[config.mk]
export PLATFORM = sky130hd
export DESIGN_NAME = hazard_ctrl_flat
export DESIGN_NICKNAME = d
export VERILOG_FILES = /design/src/rtl/hazard_ctrl_if.sv /design/src/rtl/hazard_ctrl.sv /design/src/flat_wrapper.sv
export SDC_FILE = /design/constraint.sdc
export NUM_CORES = 1
export LEC_CHECK = 0
export ABC_AREA = 1
export CAP_MARGIN = 20
export CORE_MARGIN = 2
export CORE_UTILIZATION = 40
export DETAILED_ROUTE_END_ITERATION = 8
export PLACE_DENSITY = 0.77
export SLEW_MARGIN = 0
export SYNTH_ARGS = -nofsm -noshare
export SYNTH_HDL_FRONTEND = slang
export SYNTH_SLANG_ARGS = --single-unit
[constraint.sdc]
create_clock -name clk -period 2 [get_ports clk]
set_clock_uncertainty 0.15 [all_clocks]
set_input_delay 0.4 -clock clk [delete_from_list [all_inputs] [get_ports clk]]
set_output_delay 0.4 -clock clk [all_outputs]
set_load 0.02 [all_outputs]
[src/rtl/hazard_ctrl_if.sv]
// ---------------------------------------------------------------------------
// hazard_ctrl_if
//   Bundles the decode/execute status fields consumed by the hazard
//   sequencer and the pipeline control strobes it returns.
//
//   Status fields (driven by the pipeline, read by the sequencer):
//     id_rs, id_rt       source register specifiers of the ID instruction
//     id_uses_rs/_rt     ID instruction actually reads that source
//     id_hlt             ID instruction is HLT
//     ex_lw, ex_rd       EX instruction is a load, and its destination
//     mispredict         EX branch resolved against its prediction
//   Control strobes (driven by the sequencer, read by the pipeline):
//     pc_wen, if_id_wen, if_id_flush, id_ex_bubble, halted, state
//
//   master : pipeline side (drives status, observes controls)
//   slave  : hazard_ctrl side (observes status, drives controls)
// ---------------------------------------------------------------------------
interface hazard_ctrl_if #(
    parameter int REG_W = 4
);
    logic [REG_W-1:0] id_rs;
    logic [REG_W-1:0] id_rt;
    logic             id_uses_rs;
    logic             id_uses_rt;
    logic             id_hlt;
    logic             ex_lw;
    logic [REG_W-1:0] ex_rd;
    logic             mispredict;

    logic             pc_wen;
    logic             if_id_wen;
    logic             if_id_flush;
    logic             id_ex_bubble;
    logic             halted;
    logic [2:0]       state;

    modport master (
        output id_rs, id_rt, id_uses_rs, id_uses_rt, id_hlt,
               ex_lw, ex_rd, mispredict,
        input  pc_wen, if_id_wen, if_id_flush, id_ex_bubble, halted, state
    );

    modport slave (
        input  id_rs, id_rt, id_uses_rs, id_uses_rt, id_hlt,
               ex_lw, ex_rd, mispredict,
        output pc_wen, if_id_wen, if_id_flush, id_ex_bubble, halted, state
    );
endinterface

[src/rtl/hazard_ctrl.sv]
// ---------------------------------------------------------------------------
// hazard_ctrl
//   Pipeline sequencer for the IF/ID stage register and the PC register.
//   Detects load-use hazards, branch mispredicts and HLT, and produces the
//   PC write enable plus IF/ID write/flush and ID/EX bubble controls.
//
//   Parameters:
//     STALL_CYC  bubbles inserted per load-use hazard (clamped to 1..7)
//     DRAIN_CYC  cycles after HLT leaves ID before halted asserts (1..7)
//     REG_W      register-specifier width
//
//   Ports:
//     clk   rising-edge clock
//     rst   synchronous active-high reset
//     bus   hazard_ctrl_if.slave: ID/EX status in, pipeline controls out
//
//   All controls are combinational from the registered state/count and the
//   current status inputs. While rst is high the controls take the
//   free-running values so the front end keeps fetching from the reset PC.
// ---------------------------------------------------------------------------
module hazard_ctrl #(
    parameter int STALL_CYC = 1,
    parameter int DRAIN_CYC = 3,
    parameter int REG_W     = 4
) (
    input  logic          clk,
    input  logic          rst,
    hazard_ctrl_if.slave  bus
);

    localparam int STALL_N = (STALL_CYC < 1) ? 1 : ((STALL_CYC > 7) ? 7 : STALL_CYC);
    localparam int DRAIN_N = (DRAIN_CYC < 1) ? 1 : ((DRAIN_CYC > 7) ? 7 : DRAIN_CYC);

    // The first stall cycle is spent in RUN, so LDUSE only covers the rest.
    localparam logic [2:0] STALL_INIT = 3'(STALL_N - 1);
    localparam logic [2:0] DRAIN_INIT = 3'(DRAIN_N);

    localparam logic [2:0] S_RUN   = 3'd0;
    localparam logic [2:0] S_LDUSE = 3'd1;
    localparam logic [2:0] S_DRAIN = 3'd2;
    localparam logic [2:0] S_HALT  = 3'd3;

    localparam logic [REG_W-1:0] REG_ZERO = '0;

    logic [2:0] state_q;
    logic [2:0] state_d;
    logic [2:0] cnt_q;
    logic [2:0] cnt_d;
    logic       lu;

    logic       pc_wen;
    logic       if_id_wen;
    logic       if_id_flush;
    logic       id_ex_bubble;
    logic       halted;

    // Load-use hazard: the load in EX writes a register the ID instruction
    // reads. Register 0 is hard-wired so it can never create a dependency.
    always_comb begin
        lu = bus.ex_lw && (bus.ex_rd != REG_ZERO) &&
             ((bus.id_uses_rs && (bus.id_rs == bus.ex_rd)) ||
              (bus.id_uses_rt && (bus.id_rt == bus.ex_rd)));
    end

    // Next-state and control decode. Mispredict outranks everything in the
    // active states because any held or draining instruction is on the wrong
    // path; HALT is only left through reset.
    always_comb begin
        state_d      = state_q;
        cnt_d        = cnt_q;
        pc_wen       = 1'b1;
        if_id_wen    = 1'b1;
        if_id_flush  = 1'b0;
        id_ex_bubble = 1'b0;
        halted       = 1'b0;

        if (rst) begin
            state_d = S_RUN;
            cnt_d   = 3'd0;
        end else begin
            case (state_q)
                S_RUN: begin
                    if (bus.mispredict) begin
                        if_id_flush  = 1'b1;
                        id_ex_bubble = 1'b1;
                        cnt_d        = 3'd0;
                    end else if (lu) begin
                        pc_wen       = 1'b0;
                        if_id_wen    = 1'b0;
                        id_ex_bubble = 1'b1;
                        if (STALL_N == 1) begin
                            cnt_d = 3'd0;
                        end else begin
                            state_d = S_LDUSE;
                            cnt_d   = STALL_INIT;
                        end
                    end else if (bus.id_hlt) begin
                        // HLT itself moves on to EX; only the front end freezes.
                        pc_wen    = 1'b0;
                        if_id_wen = 1'b0;
                        state_d   = S_DRAIN;
                        cnt_d     = DRAIN_INIT;
                    end
                end

                S_LDUSE, S_DRAIN: begin
                    if (bus.mispredict) begin
                        if_id_flush  = 1'b1;
                        id_ex_bubble = 1'b1;
                        state_d      = S_RUN;
                        cnt_d        = 3'd0;
                    end else begin
                        pc_wen       = 1'b0;
                        if_id_wen    = 1'b0;
                        id_ex_bubble = 1'b1;
                        if (cnt_q == 3'd1) begin
                            state_d = (state_q == S_LDUSE) ? S_RUN : S_HALT;
                            cnt_d   = 3'd0;
                        end else begin
                            cnt_d = 3'(cnt_q - 3'd1);
                        end
                    end
                end

                S_HALT: begin
                    pc_wen    = 1'b0;
                    if_id_wen = 1'b0;
                    halted    = 1'b1;
                end

                default: begin
                    // Unused encodings fall back to RUN rather than lock up.
                    state_d = S_RUN;
                    cnt_d   = 3'd0;
                end
            endcase
        end
    end

    // State and stall/drain counter registers.
    always_ff @(posedge clk) begin
        if (rst) begin
            state_q <= S_RUN;
            cnt_q   <= 3'd0;
        end else begin
            state_q <= state_d;
            cnt_q   <= cnt_d;
        end
    end

    assign bus.pc_wen       = pc_wen;
    assign bus.if_id_wen    = if_id_wen;
    assign bus.if_id_flush  = if_id_flush;
    assign bus.id_ex_bubble = id_ex_bubble;
    assign bus.halted       = halted;
    assign bus.state        = state_q;

endmodule

[src/flat_wrapper.sv]
// flat-port wrapper written by rule: the top's interface ports become plain ports
module hazard_ctrl_flat 
#(
    parameter int STALL_CYC = 1,
    parameter int DRAIN_CYC = 3,
    parameter int REG_W     = 4
)
  (clk, rst, bus_id_rs, bus_id_rt, bus_id_uses_rs, bus_id_uses_rt, bus_id_hlt, bus_ex_lw, bus_ex_rd, bus_mispredict, bus_pc_wen, bus_if_id_wen, bus_if_id_flush, bus_id_ex_bubble, bus_halted, bus_state);
  hazard_ctrl_if #(.REG_W(REG_W)) bus_i ();
  input  logic clk;
  input  logic rst;
  input wire logic [$bits(bus_i.id_rs)-1:0] bus_id_rs;
  input wire logic [$bits(bus_i.id_rt)-1:0] bus_id_rt;
  input wire logic [$bits(bus_i.id_uses_rs)-1:0] bus_id_uses_rs;
  input wire logic [$bits(bus_i.id_uses_rt)-1:0] bus_id_uses_rt;
  input wire logic [$bits(bus_i.id_hlt)-1:0] bus_id_hlt;
  input wire logic [$bits(bus_i.ex_lw)-1:0] bus_ex_lw;
  input wire logic [$bits(bus_i.ex_rd)-1:0] bus_ex_rd;
  input wire logic [$bits(bus_i.mispredict)-1:0] bus_mispredict;
  output wire logic [$bits(bus_i.pc_wen)-1:0] bus_pc_wen;
  output wire logic [$bits(bus_i.if_id_wen)-1:0] bus_if_id_wen;
  output wire logic [$bits(bus_i.if_id_flush)-1:0] bus_if_id_flush;
  output wire logic [$bits(bus_i.id_ex_bubble)-1:0] bus_id_ex_bubble;
  output wire logic [$bits(bus_i.halted)-1:0] bus_halted;
  output wire logic [$bits(bus_i.state)-1:0] bus_state;
  assign bus_i.id_rs = bus_id_rs;
  assign bus_i.id_rt = bus_id_rt;
  assign bus_i.id_uses_rs = bus_id_uses_rs;
  assign bus_i.id_uses_rt = bus_id_uses_rt;
  assign bus_i.id_hlt = bus_id_hlt;
  assign bus_i.ex_lw = bus_ex_lw;
  assign bus_i.ex_rd = bus_ex_rd;
  assign bus_i.mispredict = bus_mispredict;
  assign bus_pc_wen = bus_i.pc_wen;
  assign bus_if_id_wen = bus_i.if_id_wen;
  assign bus_if_id_flush = bus_i.if_id_flush;
  assign bus_id_ex_bubble = bus_i.id_ex_bubble;
  assign bus_halted = bus_i.halted;
  assign bus_state = bus_i.state;
  hazard_ctrl #(.STALL_CYC(STALL_CYC), .DRAIN_CYC(DRAIN_CYC), .REG_W(REG_W)) u_core (.clk(clk), .rst(rst), .bus(bus_i));
endmodule
==> results of run 1 <==
[layer usage]
metal / GRT usage / vias up
met3: 0.01277 / 2
met2: 0.4121 / 22
met4: 0.03750 / 0
met1: 0.2088 / 341
li1: - / 406
met5: 0 / -
[state kept, by name, indices dropped and copies added (netlist names)]
register	flops
u_core.cnt_q	3
u_core.bus.state	2
[power groups by stage]
stage,combinational (mW),sequential (mW),clock [mW]
2_1_floorplan,0.444,0.208,0
6_report,0.955,0.176,0.114
3_5_place_dp,0.815,0.175,0
5_1_grt,1.04,0.179,0.123
3_3_place_gp,0.799,0.173,0
4_1_cts,0.812,0.174,0.118
[placed cells by master (no fill, tap or decap), types with 4 or more instances in the layout]
cell	count
buf_4	19
inv_2	6
nand2_2	8
inv_1	13
clkbuf_2	7
nand2_1	28
clkdlybuf4s50_1	5
ha_1	5
dlygate4sd2_1	4
dfxtp_1	4
nor2_1	15
[worst max-delay path: stages]
cell and delay (ns):
dlygate4sd2_1 0.26, xnor2_2 0.14, nand3_2 0.08, nand2_2 0.09
nand2_2 0.07, buf_4 0.14, buf_4 0.12, buf_4 0.12
buf_4 0.13, nand3_1 0.09, nand2_1 0.08, nor2_1 0.15
nor2_1 0.07
[per-stage QoR]
step                      area [µm²]  utilization  power [mW]
final                           1055       0.7255       1.245
after global routing            1055       0.7255       1.346
after CTS                       1013       0.6971       1.104
after detailed placement       965.9       0.6644      0.9906
after global placement         965.9       0.6644      0.9718
after floorplan                613.1            -      0.6512
[final timing paths]
path / start / to / cells past startpoint
max: bus_id_rt[0] / u_core.cnt_q[0] / 13
min: u_core.cnt_q[2] / u_core.cnt_q[2] / 4
max reg2reg: u_core.bus.state[1] / u_core.bus.state[1] / 10
min reg2reg: u_core.cnt_q[2] / u_core.cnt_q[2] / 4
[synth_stat cells (2+ instances only)]
cell type  number  area, µm²
buf_4           2      15.01
or2_2           2      12.51
xnor2_1         3      26.28
nor3_1          4      20.02
nand2_1        34      127.6
inv_1          17      63.81
nor2_1         18      67.56
nand2_2         2      12.51
inv_2           2      7.510
dfxtp_1         5      100.1
nand3_1         5      25.02
ha_1            6      75.07
[repair_timing]
action                                  in CTS  in global routing
hold buffers                                 0                  0
endpoints found under the setup margin       5                  7
resized for setup                           54                 40
pin swaps                                   18                 16
buffers inserted                             4                  0
hold endpoints to repair                     0                  0
[cells by family (layout without fill, tap and decap cells)]
logic type	count (synthesis)	in the layout	share of synthesized area
flops	5	5	0.1653
fa+ha+maj	6	6	0.1240
xor+xnor	3	3	0.04340
simple gates	67	67	0.4731
other cells	1	1	0.006192
compound gates	4	4	0.04546
buf+inv	21	65	0.1426
[final cells by class]
cell class	count	share of cell area
Tap cell	16	0.01898
Clock buffer	4	0.02491
Multi-Input combinational cell	81	0.4875
Inverter	19	0.06762
Sequential cell	5	0.09609
Timing Repair Buffer	42	0.3049
==> metrics.txt, run 1 <==
Seq pwr share 0.141; Int Pwr 0.6648 mW; sequential fraction of the synthesis area 0.1653; max_cap viols 0; Total GRT Usage 0.1977; CP Capture Type flop; layout cells sized above 1 0.4305; routability cong. 0.8952; clock share of power 0.092; Yosys reg bits 5; Die H 42.91 µm; CTS tree done; number of library cell types mapped by synthesis 19; clk_lat worst skew 0.23 ns; status complete, no violations; area occupied by multi-input gates 514.2 µm²; number of port buffers 25; switching part of the total 0.4660; Yosys Warn Count 0; Final Hold Viols 0; critical path class in2reg; routed vias 771; clk sinks 5; Slew Limit Fails 0; LEAKAGE 0.5653 nW; metal2 WL 1075 µm; Post-synth EDFFs 0; r2r setup slk 0.14 ns; syn nets 132; worst-path maximum fanout 2; maximum vdd drop 0.0007602 V; Final Cycle Share 0.9789; DR vias/cell 4.617; Die ar. 0.001841 mm²; grt ovf 0; mapped cell area 605.6 µm²; Avg WL per Cell 11.55 µm; Max Buffers Root-to-Sink 2; FP Rows 14; global-route wire length before repair 2856 µm; drt first pass iters 5; initial antenna violation count 0; Crit path arrival time 1.93 ns; Async SR Flop Fraction 0; Fin Hold WS 0.3943 ns; largest net degree at the start of global routing 7; Setup violations, final 0; Num CTS Buffers 3; Main synth FF type dfxtp_1; fin crit period 1.958 ns; Final TNS setup 0 ns; Final nets 177; Non-Filler Instances 167; Clock Tree Root clkbuf_4; Power Density 1180 mW/mm²; number of diodes 0; Initial Util 0.4165; Filler cells 124; logic gate share of total power 0.767; Placed Cells 159; Mapped Cells 107; Critical Path Source Type input port; post-detail-place hpwl 1289 µm; core area 0.001454 mm²; pre-CTS setup slack -0.7908 ns; I/O pin cnt 27; vias in the first global route 731; met1 wire length 741 µm; DRT Wirelength 1929 µm; H-tree depth 1; area growth from synthesis to layout 74.17%; HP Class reg2reg; fin worst setup slack 0.04216 ns; 1st-iter DRT viols 8; DRC 0; Crit path required time 1.97 ns; clock-pin slew on the worst setup and hold paths 0.04 ns; Peak Freq 510.8 MHz; met3 wire length 95 µm; Syn Area/Cell 5.660 µm²; Die W 42.91 µm; sw power 0.5801 mW; top routing layer used met4; Routed Antenna Nets 0; register cell area after layout 101.3 µm²
(Power assumes the default switching activity.)
==> run 2, diff against run 1 <==
--- a/config.mk
+++ b/config.mk
@@ -8,9 +8,8 @@
 export ABC_AREA = 1
 export CAP_MARGIN = 20
 export CORE_MARGIN = 2
-export CORE_UTILIZATION = 40
+export CORE_UTILIZATION = 32
 export DETAILED_ROUTE_END_ITERATION = 8
-export PLACE_DENSITY = 0.77
 export SLEW_MARGIN = 0
 export SYNTH_ARGS = -nofsm -noshare
 export SYNTH_HDL_FRONTEND = slang
==> run 2 against run 1 <==
  * Die area rose by 23%
  * Critical path depth fell by 8
  * Routed wire length fell by 26%
  * Largest cell class unchanged
  * Largest power group unchanged
  * Highest routed layer unchanged
==> metrics.txt, run 2 (synthesis gave the netlist of run 1 again) <==
status complete, no violations (unchanged); Non-Filler Instances 172 (was 167); Clock Tree Root clkbuf_4 (unchanged); DR vias/cell 4.273 (was 4.617); maximum vdd drop 0.0007545 V (was 0.0007602 V); Num CTS Buffers 3 (unchanged); RSZ-0062 raised after global routing false; Hold Path End u_core.bus.state[0] (was u_core.cnt_q[2]); CTS tree done (unchanged); Placed Cells 167 (was 159); final core occ 0.5427 (was 0.7255); number of port buffers 25 (unchanged); largest net degree at the start of global routing 7 (unchanged); 1st-iter DRT viols 10 (was 8); reg2reg path depth 9 (was 10); cell mode on critical path inv_1 (was buf_4); LEAKAGE 0.5322 nW (was 0.5653 nW); layout cells sized above 1 0.3197 (was 0.4305); Filler cells 198 (was 124); RR Endpoint u_core.bus.state[1] (unchanged); critical path class reg2out (was in2reg); Hold Path Depth 2 (was 4); Cell Area, Placed 969.7 µm² (was 965.9 µm²); DRT Wirelength 1422 µm (was 1929 µm); max_cap viols 0 (unchanged); r2r setup slk 0.32 ns (was 0.14 ns); Crit path arrival time 1.35 ns (was 1.93 ns); Final TNS setup 0 ns (unchanged); commonest non-fill, non-tap cell in the layout nand2_1 (unchanged); number of flip-flops in the largest register 3 (unchanged); DRC 0 (unchanged); Final Cycle Share 0.9518 (was 0.9789); clk sinks 5 (unchanged); Slew Limit Fails 0 (unchanged); Worst Setup SP u_core.bus.state[1] (was bus_id_rt[0]); I/O pin cnt 27 (unchanged); slowest cell on the critical path ha_2 (was dlygate4sd2_1); area growth from synthesis to layout 56.40% (was 74.17%); Die H 47.50 µm (was 42.91 µm); Final Hold Viols 0 (unchanged); Die W 47.50 µm (was 42.91 µm); worst-path maximum fanout 2 (unchanged); grt ovf 0 (unchanged); commonest non-fill, non-tap cells in the layout nand2_1, nor2_1, buf_4 (was nand2_1, buf_4, nor2_1); routability cong. 0.7803 (was 0.8952); HP Class reg2reg (unchanged); Largest Register u_core.cnt_q (unchanged); Die ar. 0.002256 mm² (was 0.001841 mm²); CP Cell Sequence inv_1 -> ha_2 -> inv_1 -> o2111ai_2 -> buf_4 (was dlygate4sd2_1 -> xnor2_2 -> nand3_2 -> nand2_2 -> nand2_2 -> buf_4 -> buf_4 -> buf_4 -> buf_4 -> nand3_1 -> nand2_1 -> nor2_1 -> nor2_1); Fin Hold WS 0.3350 ns (was 0.3943 ns); routed vias 735 (was 771); Routed Antenna Nets 0 (unchanged); clock-pin slew on the worst setup and hold paths 0.04 ns (about the same); Power Density 1131 mW/mm² (was 1180 mW/mm²); Initial Util 0.3470 (was 0.4165); Total GRT Usage 0.1413 (was 0.1977); global-route wire length before repair 2283 µm (was 2856 µm); number of diodes 0 (unchanged); Critical Path Source Type flop (was input port); post-detail-place hpwl 1223 µm (was 1289 µm); core area 0.001745 mm² (was 0.001454 mm²); vias in the first global route 602 (was 731); cell family with most CP delay adder cells (was buffers and inverters); Worst Path Buf+Inv 3 (was 5); FP Rows 15 (was 14); Setup violations, final 0 (unchanged); Crit path required time 1.45 ns (was 1.97 ns); Crit path largest cell delay 0.33 ns (was 0.26 ns); drt first pass iters 4 (was 5); fin crit period 1.904 ns (was 1.958 ns); Final nets 173 (was 177); Avg WL per Cell 8.267 µm (was 11.55 µm); design area 947.2 µm² (was 0.001055 mm²); Peak Freq 525.3 MHz (was 510.8 MHz); Max Buffers Root-to-Sink 2 (unchanged); clk_lat worst skew 0.24 ns (was 0.23 ns); hold_sp u_core.bus.state[0] (was u_core.cnt_q[2]); H-tree depth 1 (unchanged); Critical R2R Launch u_core.bus.state[0] (was u_core.bus.state[1]); initial antenna violation count 0 (unchanged); CP Capture Type primary output (was flop)
==> run 2: cell count changes in the layout (fill, tap and decap cells not counted), moves of 3 or more <==
| cell | change |
|---|---|
| inv_1 | +3 |
| nand2_1 | +5 |
| inv_2 | -3 |
| nand2_2 | -5 |
| buf_6 | -3 |
==> run 2: final cells by class <==
cell class,count,area [µm²],area share
clock buffer,4,26.28,0.02774
inverter,19,71.32,0.07530
multi-input combinational,81,436.7,0.4610
timing repair buffer,38,279.0,0.2946
tap,25,31.28,0.03303
sequential,5,102.6,0.1083
==> run 2: report_power, final <==
group | switching, mW | internal (mW) | total [mW]
clock | 0.0411 | 0.0754 | 0.116
sequential | 0.0224 | 0.151 | 0.173
combinational | 0.413 | 0.368 | 0.781
total | 0.477 | 0.594 | 1.07
==> run 2: timing repair <==
| item | CTS | global route |
|---|---|---|
| setup endpoints to repair | 5 | 5 |
| resized for setup | 48 | 24 |
| hold buffers | 0 | 0 |
| pin swaps | 11 | 14 |
| buffers inserted | 0 | 1 |
| gates cloned | 0 | 0 |
==> run 2: worst max-delay path by stage <==
stage	endpoint	depth (start not counted)
final	bus_if_id_wen	5
after global routing	bus_if_id_wen	8
after CTS	bus_if_id_wen	10
after detailed placement	bus_id_ex_bubble	10
after global placement	bus_id_ex_bubble	10
after floorplan	bus_pc_wen	5
==> run 2: worst register-to-register path: stages, from the launching register on <==
cell and delay [ns]:
dfxtp_2 0.31, buf_4 0.14, ha_1 0.18, inv_1 0.07, buf_4 0.13, nand2_1 0.05
nor3_1 0.24, nand3_1 0.13, nor2_1 0.11, nor2_1 0.06
==> run 2: metrics by stage <==
step                power [mW]  worst slack, ns
global placement        0.9721          -0.7893
floorplan               0.6512         0.005532
global route             1.187          0.01037
finish                   1.071          0.09636
CTS                      1.079         0.001524
detailed placement      0.9788          -0.7881
==> run 2: metal layers <==
layer  part of all wire  global-route usage
met2               0.46              0.2568
met3              0.086             0.07170
met4             0.0021                   0
met5                  0                   0
met1               0.45              0.1566
==> run 3, diff against run 2 <==
--- a/config.mk
+++ b/config.mk
@@ -7,7 +7,6 @@
 export LEC_CHECK = 0
 export ABC_AREA = 1
 export CAP_MARGIN = 20
-export CORE_MARGIN = 2
 export CORE_UTILIZATION = 32
 export DETAILED_ROUTE_END_ITERATION = 8
 export SLEW_MARGIN = 0
==> run 3 against run 2 <==
  * Routed wire length increased by 9.6%
  * First-iteration DRC count rose by 80%
  * Final cell count increased by 1.7%
  * Combinational power rose by 3.2%
==> metrics.txt, run 3 (synthesis gave the netlist of run 1 again) <==
Num CTS Buffers 3 (unchanged); area occupied by multi-input gates 454.2 µm² (was 436.7 µm²); Slew Limit Fails 0 (unchanged); clock-pin slew on the worst setup and hold paths 0.04 ns (about the same); post-detail-place hpwl 1249 µm (was 1223 µm); # hold bufs at CTS 0 (unchanged); Initial Util 0.3470 (unchanged); fin worst setup slack 0.07727 ns (was 0.09636 ns); DR vias/cell 4.349 (was 4.273); fin crit period 1.923 ns (was 1.904 ns); met2 Use GR 0.2771 (was 0.2568); Final TNS setup 0 ns (unchanged); pre-CTS setup slack -0.8024 ns (was -0.7881 ns); register cell area after layout 102.6 µm² (unchanged); max_cap viols 0 (unchanged); CTS tree done (unchanged); Max Buffers Root-to-Sink 2 (unchanged); routability cong. 0.8309 (was 0.7803); largest net degree at the start of global routing 7 (unchanged); FP Rows 15 (unchanged); number of flip-flops in the largest register 3 (unchanged); met3 Resource Use GR 0.02381 (was 0.07170); commonest non-fill, non-tap cell in the layout nand2_1 (unchanged); Crit path required time 1.45 ns (about the same); clk_lat worst skew 0.24 ns (about the same); vias in the first global route 666 (was 602); Routed Antenna Nets 0 (unchanged); I/O pin cnt 27 (unchanged); status complete, no violations (unchanged); initial antenna violation count 0 (unchanged); number of diodes 0 (unchanged); global-route wire length before repair 2504 µm (was 2283 µm); Clock Tree Root clkbuf_4 (unchanged); Filler cells 201 (was 198); layout cells sized above 1 0.3733 (was 0.3197); core area 0.001745 mm² (unchanged); DRC 0 (unchanged); worst-path maximum fanout 2 (unchanged); grt met1 use 0.2057 (was 0.1566); LEAKAGE 0.5503 nW (was 0.5322 nW); Die H 45.50 µm (was 47.50 µm); area growth from synthesis to layout 63.02% (was 56.40%); HP Class reg2reg (unchanged); number of port buffers 25 (unchanged); commonest non-fill, non-tap cells in the layout nand2_1, buf_4, nor2_1 (was nand2_1, nor2_1, buf_4); drt first pass iters 3 (was 4); Setup violations, final 0 (unchanged); Total GRT Usage 0.1616 (was 0.1413); GRT busiest layer met2 (unchanged); Largest Register u_core.cnt_q (unchanged); routed vias 761 (was 735); Final Hold Viols 0 (unchanged); Critical Path Source Type input port (was flop); Avg WL per Cell 8.909 µm (was 8.267 µm); H-tree depth 1 (unchanged); 1st-iter DRT viols 18 (was 10); critical path class in2out (was reg2out); total power 1.098 mW (was 1.071 mW); clk sinks 5 (unchanged); DRT Wirelength 1559 µm (was 1422 µm); grt ovf 0 (unchanged); Final nets 176 (was 173); Final Cycle Share 0.9614 (was 0.9518); Power Density 1112 mW/mm² (was 1131 mW/mm²); maximum vdd drop 0.0008982 V (was 0.0007545 V); Crit path arrival time 1.37 ns (was 1.35 ns); Die ar. 0.002070 mm² (was 0.002256 mm²); Peak Freq 520.1 MHz (was 525.3 MHz); Die W 45.50 µm (was 47.50 µm); CP Capture Type primary output (unchanged)
## run 3: path summary, 6_finish.rpt
path	startpoint	endpoint	slack, ns	cells past startpoint
worst max-delay path	bus_id_rt[0]	bus_pc_wen	0.08	8
worst min-delay path	u_core.bus.state[0]	u_core.bus.state[0]	0.33	2
worst max register to register	u_core.bus.state[0]	u_core.bus.state[1]	0.36	9
worst min register to register	u_core.bus.state[0]	u_core.bus.state[0]	0.33	2
## run 3: cell type report
type | instances | share of cell area
clock buffer | 4 | 0.02662
inverter | 19 | 0.07224
multi-input combinational | 81 | 0.4601
sequential | 5 | 0.1039
tap | 25 | 0.03169
timing repair buffer | 41 | 0.3054
## run 3: repair_timing
item                       4_1_cts  5_1_grt
setup buffers                    3        1
pin swaps                        9       11
setup endpoints to repair        5        8
resized for setup               47       33
## run 3: worst max-delay path, stage by stage
cell             delay (ns)
clkdlybuf4s15_1        0.19
xnor2_1                0.15
nand3_1                0.11
nand2_2                0.09
nand2_2                0.07
nand2_2                0.07
o2111ai_2              0.10
buf_4                  0.18
## run 3: report_power, final
part           switching [mW]  internal (mW)  total (mW)
registers              0.0247          0.151       0.175
clock network          0.0411         0.0754       0.117
logic                   0.427          0.379       0.806
total                   0.493          0.605        1.10
## run 3: stage by stage
step	area, µm²	util	cells	hold slack, ns
3_5_place_dp	969.7	0.5556	167	0.3190
3_3_place_gp	969.7	0.5556	167	0.3236
2_1_floorplan	613.1	-	107	0.3649
6_report	987.2	0.5656	175	0.3298
5_1_grt	987.2	0.5656	175	0.3577
4_1_cts	1007	0.5771	174	0.3314
## run 3: layer usage
metal / part of all wire / vias to the layer above
li1: - / 404
met1: 0.45 / 336
met2: 0.50 / 21
met3: 0.042 / 0
met4: 0 / 0
met5: 0 / -
